[src/rtl/linescanner_frame_controller_pkg.sv]
// Shared definitions for the linescanner frame controller: FSM state encoding,
// marker/error bit positions, default widths and a marker helper.
package linescanner_frame_controller_pkg;

    typedef enum logic [2:0] {
        ST_IDLE      = 3'd0,
        ST_ARM       = 3'd1,
        ST_WAIT_LVAL = 3'd2,
        ST_CAPTURE   = 3'd3,
        ST_LINE_GAP  = 3'd4
    } state_t;

    // Bit positions inside the packed marker vector
    localparam int MARK_SOF  = 0;
    localparam int MARK_SOL  = 1;
    localparam int MARK_EOL  = 2;
    localparam int MARK_EOF  = 3;
    localparam int MARK_BITS = 4;

    // Bit positions inside the packed sticky-error vector
    localparam int ERR_SHORT = 0;
    localparam int ERR_LONG  = 1;
    localparam int ERR_BITS  = 2;

    // Default widths
    localparam int DEF_DATA_WIDTH     = 8;
    localparam int DEF_PIX_CNT_WIDTH  = 12;
    localparam int DEF_LINE_CNT_WIDTH = 16;
    localparam int DEF_GAP_CNT_WIDTH  = 16;
    localparam int DEF_TIMEOUT_CLOCKS = 65535;

    // Builds the marker set for one accepted pixel: frame markers are line
    // markers restricted to the first/last line of the frame.
    function automatic logic [MARK_BITS-1:0] make_marks(input logic sol,
                                                        input logic eol,
                                                        input logic first_line,
                                                        input logic last_line);
        logic [MARK_BITS-1:0] m;
        m           = '0;
        m[MARK_SOL] = sol;
        m[MARK_EOL] = eol;
        m[MARK_SOF] = sol & first_line;
        m[MARK_EOF] = eol & last_line;
        return m;
    endfunction

endpackage

[src/rtl/linescanner_cycle_timer.sv]
// Load/count/expire down-counter. Holds the remaining clocks of an interval;
// expired is high on the last clock of the interval (a load of 0 or 1 gives
// a single-clock interval).
module linescanner_cycle_timer #(
    parameter int WIDTH = 16
) (
    input  logic             clk,
    input  logic             rst,
    input  logic             load,
    input  logic [WIDTH-1:0] load_value,
    input  logic             count_en,
    output logic             expired
);

    localparam logic [WIDTH-1:0] ONE = WIDTH'(1);

    logic [WIDTH-1:0] remaining_reg;

    assign expired = (remaining_reg <= ONE);

    // Reload while idle, count down while enabled, stop at the last clock
    always_ff @(posedge clk or posedge rst) begin
        if (rst) begin
            remaining_reg <= '0;
        end else if (load) begin
            remaining_reg <= load_value;
        end else if (count_en && !expired) begin
            remaining_reg <= remaining_reg - ONE;
        end
    end

endmodule

[src/rtl/linescanner_frame_controller.sv]
// Linescanner frame controller: sequences the capture unit over whole frames,
// counts lines/pixels and emits a registered pixel stream with SOF/SOL/EOL/EOF.
// Optional WAIT_LVAL watchdog enabled by defining LINESCANNER_TIMEOUT_EN.
module linescanner_frame_controller
    import linescanner_frame_controller_pkg::*;
#(
    parameter int DATA_WIDTH     = DEF_DATA_WIDTH,
    parameter int PIX_CNT_WIDTH  = DEF_PIX_CNT_WIDTH,
    parameter int LINE_CNT_WIDTH = DEF_LINE_CNT_WIDTH,
    parameter int GAP_CNT_WIDTH  = DEF_GAP_CNT_WIDTH,
    parameter int TIMEOUT_CLOCKS = DEF_TIMEOUT_CLOCKS
) (
    input  logic                      main_clock,
    input  logic                      reset,
    input  logic                      start,
    input  logic                      stop,
    input  logic                      continuous,
    input  logic [PIX_CNT_WIDTH-1:0]  cfg_pixels_per_line,
    input  logic [LINE_CNT_WIDTH-1:0] cfg_lines_per_frame,
    input  logic [GAP_CNT_WIDTH-1:0]  cfg_line_gap,
    input  logic                      lval,
    input  logic [DATA_WIDTH-1:0]     pixel_data,
    output logic                      capture_enable,
    output logic [DATA_WIDTH-1:0]     out_data,
    output logic                      out_valid,
    output logic                      out_sof,
    output logic                      out_sol,
    output logic                      out_eol,
    output logic                      out_eof,
    output logic                      busy,
    output logic                      frame_done,
    output logic [LINE_CNT_WIDTH-1:0] line_count,
    output logic                      err_short,
    output logic                      err_long,
    output logic                      err_timeout
);

    localparam logic [PIX_CNT_WIDTH-1:0]  PIX_ONE  = PIX_CNT_WIDTH'(1);
    localparam logic [LINE_CNT_WIDTH-1:0] LINE_ONE = LINE_CNT_WIDTH'(1);

    state_t                    state;
    logic [PIX_CNT_WIDTH-1:0]  cfg_pix_reg;
    logic [LINE_CNT_WIDTH-1:0] cfg_lines_reg;
    logic [GAP_CNT_WIDTH-1:0]  cfg_gap_reg;
    logic [PIX_CNT_WIDTH-1:0]  pix_idx_reg;
    logic [MARK_BITS-1:0]      marks_reg;
    logic [ERR_BITS-1:0]       err_reg;

    logic [PIX_CNT_WIDTH-1:0]  cur_idx;
    logic                      pix_in_range;
    logic [MARK_BITS-1:0]      pix_marks;
    logic                      line_first;
    logic                      line_last;
    logic                      cfg_ok;
    logic                      gap_expired;

    assign out_sof   = marks_reg[MARK_SOF];
    assign out_sol   = marks_reg[MARK_SOL];
    assign out_eol   = marks_reg[MARK_EOL];
    assign out_eof   = marks_reg[MARK_EOF];
    assign err_short = err_reg[ERR_SHORT];
    assign err_long  = err_reg[ERR_LONG];

    // Index and markers of the pixel presented this cycle (WAIT_LVAL hit is pixel 0)
    always_comb begin
        cur_idx      = (state == ST_WAIT_LVAL) ? '0 : pix_idx_reg;
        pix_in_range = (cur_idx < cfg_pix_reg);
        line_first   = (line_count == '0);
        line_last    = (line_count == cfg_lines_reg - LINE_ONE);
        pix_marks    = make_marks(cur_idx == '0, cur_idx == cfg_pix_reg - PIX_ONE,
                                  line_first, line_last);
        cfg_ok       = (cfg_pixels_per_line != '0) && (cfg_lines_per_frame != '0);
    end

    // Inter-line gap timer: reloaded outside LINE_GAP, runs inside it
    linescanner_cycle_timer #(
        .WIDTH(GAP_CNT_WIDTH)
    ) u_gap_timer (
        .clk        (main_clock),
        .rst        (reset),
        .load       (state != ST_LINE_GAP),
        .load_value (cfg_gap_reg),
        .count_en   (state == ST_LINE_GAP),
        .expired    (gap_expired)
    );

`ifdef LINESCANNER_TIMEOUT_EN
    localparam int WD_WIDTH = $clog2(TIMEOUT_CLOCKS + 1);
    localparam logic [WD_WIDTH-1:0] WD_LOAD = WD_WIDTH'(TIMEOUT_CLOCKS);

    logic err_timeout_reg;
    logic wd_expired;

    assign err_timeout = err_timeout_reg;

    // Watchdog on WAIT_LVAL: reloaded elsewhere, expires after TIMEOUT_CLOCKS clocks
    linescanner_cycle_timer #(
        .WIDTH(WD_WIDTH)
    ) u_watchdog (
        .clk        (main_clock),
        .rst        (reset),
        .load       (state != ST_WAIT_LVAL),
        .load_value (WD_LOAD),
        .count_en   (state == ST_WAIT_LVAL),
        .expired    (wd_expired)
    );
`else
    // No watchdog: timeout can never occur (the term keeps the limit referenced)
    assign err_timeout = 1'b0 & (TIMEOUT_CLOCKS == 0);
`endif

    // Frame sequencer with registered stream, markers, status and errors
    always_ff @(posedge main_clock or posedge reset) begin
        if (reset) begin
            state          <= ST_IDLE;
            capture_enable <= 1'b0;
            out_data       <= '0;
            out_valid      <= 1'b0;
            marks_reg      <= '0;
            busy           <= 1'b0;
            frame_done     <= 1'b0;
            line_count     <= '0;
            err_reg        <= '0;
            cfg_pix_reg    <= '0;
            cfg_lines_reg  <= '0;
            cfg_gap_reg    <= '0;
            pix_idx_reg    <= '0;
`ifdef LINESCANNER_TIMEOUT_EN
            err_timeout_reg <= 1'b0;
`endif
        end else begin
            out_valid  <= 1'b0;
            marks_reg  <= '0;
            frame_done <= 1'b0;

            case (state)
                ST_IDLE: begin
                    if (start && cfg_ok) begin
                        cfg_pix_reg   <= cfg_pixels_per_line;
                        cfg_lines_reg <= cfg_lines_per_frame;
                        cfg_gap_reg   <= cfg_line_gap;
                        err_reg       <= '0;
`ifdef LINESCANNER_TIMEOUT_EN
                        err_timeout_reg <= 1'b0;
`endif
                        line_count    <= '0;
                        busy          <= 1'b1;
                        state         <= ST_ARM;
                    end
                end

                ST_ARM: begin
                    if (stop) begin
                        capture_enable <= 1'b0;
                        busy           <= 1'b0;
                        state          <= ST_IDLE;
                    end else begin
                        capture_enable <= 1'b1;
                        state          <= ST_WAIT_LVAL;
                    end
                end

                ST_WAIT_LVAL: begin
                    if (stop) begin
                        capture_enable <= 1'b0;
                        busy           <= 1'b0;
                        state          <= ST_IDLE;
                    end else if (lval) begin
                        // Pixel 0 is always within a non-zero line length
                        capture_enable <= 1'b0;
                        out_valid      <= 1'b1;
                        out_data       <= pixel_data;
                        marks_reg      <= pix_marks;
                        pix_idx_reg    <= PIX_ONE;
                        state          <= ST_CAPTURE;
`ifdef LINESCANNER_TIMEOUT_EN
                    end else if (wd_expired) begin
                        err_timeout_reg <= 1'b1;
                        capture_enable  <= 1'b0;
                        busy            <= 1'b0;
                        state           <= ST_IDLE;
`endif
                    end
                end

                ST_CAPTURE: begin
                    if (lval) begin
                        if (pix_in_range) begin
                            out_valid <= 1'b1;
                            out_data  <= pixel_data;
                            marks_reg <= pix_marks;
                        end else begin
                            err_reg[ERR_LONG] <= 1'b1;
                        end
                        if (pix_idx_reg != '1) begin
                            pix_idx_reg <= pix_idx_reg + PIX_ONE;
                        end
                    end else begin
                        // End of line: a stop request takes effect only here
                        if (pix_idx_reg < cfg_pix_reg) begin
                            err_reg[ERR_SHORT] <= 1'b1;
                        end
                        if (stop) begin
                            busy  <= 1'b0;
                            state <= ST_IDLE;
                        end else begin
                            state <= ST_LINE_GAP;
                        end
                    end
                end

                ST_LINE_GAP: begin
                    if (stop) begin
                        busy  <= 1'b0;
                        state <= ST_IDLE;
                    end else if (gap_expired) begin
                        if (!line_last) begin
                            line_count <= line_count + LINE_ONE;
                            state      <= ST_ARM;
                        end else begin
                            frame_done <= 1'b1;
                            if (continuous && cfg_ok) begin
                                cfg_pix_reg   <= cfg_pixels_per_line;
                                cfg_lines_reg <= cfg_lines_per_frame;
                                cfg_gap_reg   <= cfg_line_gap;
                                line_count    <= '0;
                                state         <= ST_ARM;
                            end else begin
                                busy  <= 1'b0;
                                state <= ST_IDLE;
                            end
                        end
                    end
                end

                default: begin
                    capture_enable <= 1'b0;
                    busy           <= 1'b0;
                    state          <= ST_IDLE;
                end
            endcase
        end
    end

endmodule

[config.mk]
export PLATFORM = sky130hd
export DESIGN_NAME = linescanner_frame_controller
export DESIGN_NICKNAME = d
export VERILOG_FILES = /design/src/rtl/linescanner_frame_controller_pkg.sv /design/src/rtl/linescanner_cycle_timer.sv /design/src/rtl/linescanner_frame_controller.sv
export SDC_FILE = /design/constraint.sdc
export NUM_CORES = 1
export LEC_CHECK = 0
export ABC_AREA = 1
export BUFFER_PORTS_ARGS = -buffer_cell sky130_fd_sc_hd__clkbuf_2
export CAP_MARGIN = 0
export CELL_PAD_IN_SITES_DETAIL_PLACEMENT = 1
export CELL_PAD_IN_SITES_GLOBAL_PLACEMENT = 1
export CORE_MARGIN = 2
export CORE_UTILIZATION = 47
export CTS_BUF_LIST = sky130_fd_sc_hd__clkbuf_2
export DETAILED_ROUTE_END_ITERATION = 16
export PLACE_DENSITY = 0.92
export SLEW_MARGIN = 10
export SYNTH_ARGS = -nofsm -noshare
export SYNTH_HDL_FRONTEND = slang
export SYNTH_SLANG_ARGS = --single-unit
export TNS_END_PERCENT = 5
[constraint.sdc]
create_clock -name main_clock -period 9.5 [get_ports main_clock]
set_clock_uncertainty 0.15 [all_clocks]
set_input_delay 1.425 -clock main_clock [delete_from_list [all_inputs] [get_ports main_clock]]
set_output_delay 1.425 -clock main_clock [all_outputs]
set_load 0.005 [all_outputs]
After elaboration in Yosys (flattened, before gate mapping)
Cells that the tools add are included.
{"block": "op_classes", "addsub": 5, "magnitude_cmp": 3, "shift": 0, "div_mod_pow": 0, "multipliers": 0, "eq_ne": 26, "mux": 80, "n_bitwise": 3, "n_reduce_logical": 25}
{"op": "2-to-1 mux 16 bit", "count": 17}
{"op": "2-to-1 mux 12 bit", "count": 10}
{"op": "case mux 16 bit (2 select lines)", "count": 3}
{"op": "case mux 12 bit (2 select lines)", "count": 2}
{"op": "2-to-1 mux 8 bit", "count": 4}
{"op": "subtractor 16 x 1 -> 16 bit (second input constant)", "count": 2}
{"op": "!= test 2 bit (second input constant)", "count": 13}
{"op": "< comparator 12 bit", "count": 2}
{"op": "2-to-1 mux 1 bit", "count": 24}
{"op": "2-to-1 mux 3 bit", "count": 7}
{"op": "AND reduction 5 bit", "count": 4}
{"op": "!= test 3 bit (second input constant)", "count": 6}
{"op": "adder 16 x 1 -> 16 bit (second input constant)", "count": 1}
{"op": "equality test 16 bit", "count": 1}
{"op": "less-or-equal comparator 16 x 1 -> 1 bit (second input constant)", "count": 1}
{"op": "zero test 16 bit", "count": 1}
{"op": "2-to-1 mux 4 bit", "count": 4}
{"op": "case mux 8 bit (2 select lines)", "count": 1}
{"op": "nonzero test 16 bit", "count": 1}
{"op": "case mux 3 bit (5 select lines)", "count": 1}
{"op": "adder 12 x 1 -> 12 bit (second input constant)", "count": 1}
{"op": "equality test 12 bit", "count": 1}
{"op": "zero test 12 bit", "count": 1}
{"op": "!= test 12 bit (second input constant)", "count": 1}
{"op": "22 further kinds", "count": 33}
{"block": "word_totals", "input_bits": 58, "latch_bits": 0, "word_cells": 157, "ram_bits": 0, "mem_bits_ro": 0, "out_inout_bits": 35, "n_memories": 0, "reg_bits": 109}

Logic depth before layout (Yosys ltp)
{"block": "logic_depth", "depth_word": 8, "mapped_depth": 18, "mapped_depth_nobuf": 17}

Modules after synthesis
From an unflattened synthesis, not the netlist that was laid out.
{"block": "unflattened", "hier_cells": 1050, "area_unflattened_um2": 7692.4}
{"mod": "linescanner_frame_controller", "instances": 1, "cells_per_inst": 866, "seq_area_each_um2": 2327.2, "area_per_inst_um2": 6439.9}
{"mod": "linescanner_cycle_timer", "instances": 1, "cells_per_inst": 184, "seq_area_each_um2": 400.4, "area_per_inst_um2": 1252.5}

Least setup slack after synthesis
No wires, ideal clock.
{"block": "synth_path", "path_type": "input -> register", "from": "input cfg_pixels_per_line[0]", "to": "register line_count[8]", "arrival_ns": 2.689, "path_stages": 10, "setup_time_ns": 0.066, "required_ns": 9.284, "n_path_buf": 1, "setup_slack_ns": 6.595, "path_cell_list": "nor4_1 -> nand3_1 -> nand2_1 -> inv_1 -> nand3_1 -> nand2_2 -> nand2_4 -> buf_1 -> nand3_1 -> nand2_1"}
{"block": "synth_between", "elab_chain_cells": 5, "word_cells_on_any_way": 7, "classes_between": "2 x eq/ne; 5 x reduce/logical"}
{"item": "from (decl)", "line_no": "linescanner_frame_controller.sv:18", "text": "input logic [PIX_CNT_WIDTH-1:0] cfg_pixels_per_line,"}
{"item": "nonzero test 12 bit (*)", "line_no": "linescanner_frame_controller.sv:72", "text": "cfg_ok = (cfg_pixels_per_line != '0) && (cfg_lines_per_frame != '0);"}
{"item": "logical AND 1 bit (*)", "line_no": "linescanner_frame_controller.sv:72"}
{"item": "logical AND 1 bit, on equally long branches", "line_no": "linescanner_frame_controller.sv:222, linescanner_frame_controller.sv:138"}
{"item": "!= test 3 bit (no source line) or != test 2 bit (tied branches)"}
{"item": "AND reduction 5 bit (no source line) (*)"}
{"item": "to (signal assigned)", "line_no": "linescanner_frame_controller.sv:218", "text": "line_count <= line_count + LINE_ONE;"}
{"item": "to (decl)", "line_no": "linescanner_frame_controller.sv:32", "text": "output logic [LINE_CNT_WIDTH-1:0] line_count,"}
Every way passes the cells marked *; elsewhere a longest branch is shown, timed or not.
A chain may end at the register's enable or synchronous reset.

Worst setup path in the final report
{"block": "layout_path", "from": "register state[2]", "to": "register marks_reg[3]"}
{"block": "layout_between", "elab_chain_cells": 7, "word_cells_on_any_way": 11, "classes_between": "1 x order compare; 3 x eq/ne; 6 x mux; 1 x bitwise"}
{"item": "from (decl)", "line_no": "linescanner_frame_controller.sv:41", "text": "state_t state;"}
{"item": "from (signal assigned)", "line_no": "linescanner_frame_controller.sv:115", "text": "state <= ST_IDLE;"}
{"item": "from (signal assigned)", "line_no": "linescanner_frame_controller.sv:148", "text": "state <= ST_ARM;"}
{"item": "from (signal assigned)", "line_no": "linescanner_frame_controller.sv:156", "text": "state <= ST_IDLE;"}
{"item": "parallel branches: the longest is 6 deep, another holds < comparator 12 bit"}
{"item": "case mux 4 bit (2 select lines) (*)", "line_no": "linescanner_frame_controller.sv:136", "text": "case (state)"}
{"item": "to (signal assigned)", "line_no": "linescanner_frame_controller.sv:173", "text": "marks_reg <= pix_marks;"}
{"item": "to (signal assigned)", "line_no": "linescanner_frame_controller.sv:191", "text": "marks_reg <= pix_marks;"}
{"item": "to (decl)", "line_no": "linescanner_frame_controller.sv:46", "text": "logic [MARK_BITS-1:0] marks_reg;"}
Every way passes the cells marked *.

==> metrics.txt <==
WP data required=about 10 ns; Critical Path Source Type=flip-flop; Worst setup EP type=flip-flop; Die X=129 µm; Gates resized, CTS repair=0; crit path kind=reg -> reg; Psw=1.09 mW; EDFF count, synth=0; RSZ-0062 raised after global routing=false; syn nets=1100; Initial DRC Count=385; IO Pins=93; worst min-delay path category=reg -> reg; PortBufs=91; Arrival @ worst endpoint=between 4 and 5 ns; H-tree Lvls=3; largest net degree at the start of global routing=between 70 and 80; top achievable clock speed=256 MHz; remaining global-route overflow=0; outcome=complete, no violations; Power Internal=about 1.1 mW; synth unique cells=44; DR pass1 iterations=4; DRC violations left=0; Place WS=5.33 ns; worst hold endpoint=cfg_gap_reg[10]; setup TNS=0 ns; vias in the first global route=roughly 7300; Peak supply drop=0.0973 mV; CTS sink count=109; wire per inst=17.0 µm; Synth warnings=0; placed inst area=0.00782 mm²; reg2reg start=state[2]; P_leak=~4.2 nW; initial antenna violation count=1; hold_sp=cfg_gap_reg[10]; leading register cell type out of synthesis=dfrtp_1; Sequential Power Share=a little under two fifths; DIE AREA=0.0167 mm²; post-route cell area=just under 0.008 mm²; worst-path fanout max=13; CTS Hold Bufs=0; Logic pwr share=52.1%; Root Driver=clkbuf_2; period utilisation layout=41.2%; FP Rows=45; reg2reg setup slack=5.59 ns; Post-synth ARST share=100%; Inst Count DP=1282; setup bufs post-CTS=0; R2R depth=14; Core Area=around 0.015 mm²; flops & latches, synth=109; Fin Hold WS=0.369 ns; Clock transition at path regs=0.35 ns; layout cell share with drive strength beyond 1=between 10% and 20%; Worst Slack Setup Final=5.59 ns; worst skew pair latency=0.69 ns; setup violators final=0; gpl congestion=0.889; sequential area share after synthesis=between 30% and 40%; worst flop-to-flop path endpoint=marks_reg[3]; Power per Cell Area=271 mW/mm²; Die H=129 µm; Worst Hold Depth=2; first-pass GRT wire length=~36000 µm; Slew headroom=33.1%; CTS tree=built; P&R area growth vs syn=7.79%; max cap viols=0; Via density=5.48; Final min period=3.91 ns; post-DP HPWL=roughly 17000 µm; Worst Max-Slew Pin Slew=1.00 ns; Final #Nets=~1200; drt total wl=22100 µm; Clock power frac=about a tenth; syn_area_per_cell=about 7.3 µm²; Netlist Area Pre-Place=0.00736 mm²; Final Hold Fails=0; Post-Synthesis Cells=1012; CTS Buf Count=9; starting density of the core=48.2%; CTS max path bufs=2; gr usage total=27.7%; Finished Layout Cells=1299; via count=7113; max-slew violation count=0; Switching Fraction=50.7%; Routed Antenna Nets=0
==> routing by layer <==
layer  vias up  track usage [%]  part of all wire, %  wire length, µm
li1       3399                -                    -                -
met1      3550             34.7                   44             9850
met2       130             49.4                   50            11200
met3        34             3.39                  2.8              612
met4         0             9.53                  2.4              530
met5         -                0                    0                0
==> area by class of cell <==
type                            count  area (µm²)
Fill cell                        2049        7320
Multi-Input combinational cell    764        3960
Sequential cell                   109        2730
Timing Repair Buffer               92         463
Inverter                          106         405
Tap cell                          211         264
Clock inverter                      7        63.8
Clock buffer                        9        45.0
Antenna cell                        1        2.50
==> cell usage after synthesis, drive strengths merged (8+ instances only) <==
library cell | number | area share [%]
a21oi | 24 | 1.6
buf | 22 | 3.0
clkbuf | 11 | 0.59
dfrtp | 109 | 37
ha | 30 | 5.1
inv | 104 | 5.3
nand2 | 312 | 17
nand3 | 110 | 7.6
nand3b | 8 | 0.82
nand4 | 15 | 1.3
nor2 | 107 | 6.2
nor3 | 32 | 2.2
nor4 | 15 | 1.3
o21ai | 37 | 2.6
xnor2 | 12 | 1.5
xor2 | 43 | 5.1
==> power by group through the flow <==
stage / clock [mW] / combinational, mW / sequential (mW)
finish: 0.227 / 1.12 / 0.803
global route: 0.247 / 1.28 / 0.823
CTS: 0.231 / 1.12 / 0.800
detailed placement: 0 / 1.11 / 0.807
global placement: 0 / 1.04 / 0.800
floorplan: 0 / 0.850 / 0.754
==> placed cells by master, fill, tap and decap left out, types with 11 or more instances in the layout <==
| cell type | Yosys | routed |
|---|---|---|
| nand3_1 | 109 | 109 |
| xnor2_1 | 11 | 11 |
| nor2_1 | 95 | 95 |
| nand4_1 | 15 | 15 |
| dfrtp_1 | 109 | 109 |
| clkbuf_2 | 2 | 100 |
| nor3_1 | 32 | 32 |
| a21oi_1 | 24 | 24 |
| xor2_1 | 43 | 43 |
| inv_1 | 100 | 99 |
| ha_1 | 30 | 30 |
| o21ai_0 | 35 | 35 |
| nand2_1 | 302 | 302 |
| nor4_1 | 15 | 15 |
==> how the worst max path moves through the flow <==
stage / from / end / slack [ns] / depth (start not counted)
3_3_place_gp: cfg_pixels_per_line[0] / cfg_gap_reg[1] / 5.41 / 12
4_1_cts: state[2] / marks_reg[3] / 5.64 / 14
3_5_place_dp: cfg_pixels_per_line[0] / cfg_pix_reg[7] / 5.33 / 12
6_report: state[2] / marks_reg[3] / 5.59 / 14
2_1_floorplan: reset / busy / 5.05 / 1
5_1_grt: state[2] / marks_reg[3] / 5.32 / 14
==> logic make-up (layout without fill, tap and decap cells) <==
group	count (synthesis)	after routing	synth area share, %
AOI/OAI and AO/OA	74	74	5.52
xor gates and xnor gates	55	55	6.65
adders and majority gates	30	30	5.10
buffers and inverters	139	214	9.11
DFF	109	109	37.1
other	1	2	0.0509
and+or+nand+nor	604	604	36.5
==> through the flow <==
step / total power, mW / utilization [%]
after floorplan: 1.60 / -
after global placement: 1.84 / 51.3
after detailed placement: 1.92 / 51.3
after CTS: 2.15 / 52.0
after global routing: 2.35 / 52.0
final: 2.15 / 52.0
==> worst max-delay path, cell delays in order, from the launching register on <==
cell and delay [ns]:
dfrtp_1 0.49, nor2_1 0.21, nand2_1 0.37, nand2_1 0.27
inv_1 0.07, ha_1 0.31, nand2_1 0.06, o21ai_0 0.30
nand3_1 0.13, o2111ai_1 0.12, nand2_1 0.11, nand2_1 0.42
clkinv_1 0.45, nand4_1 0.31, nor2_1 0.06
No activity file was read; power rests on OpenSTA's default activity.
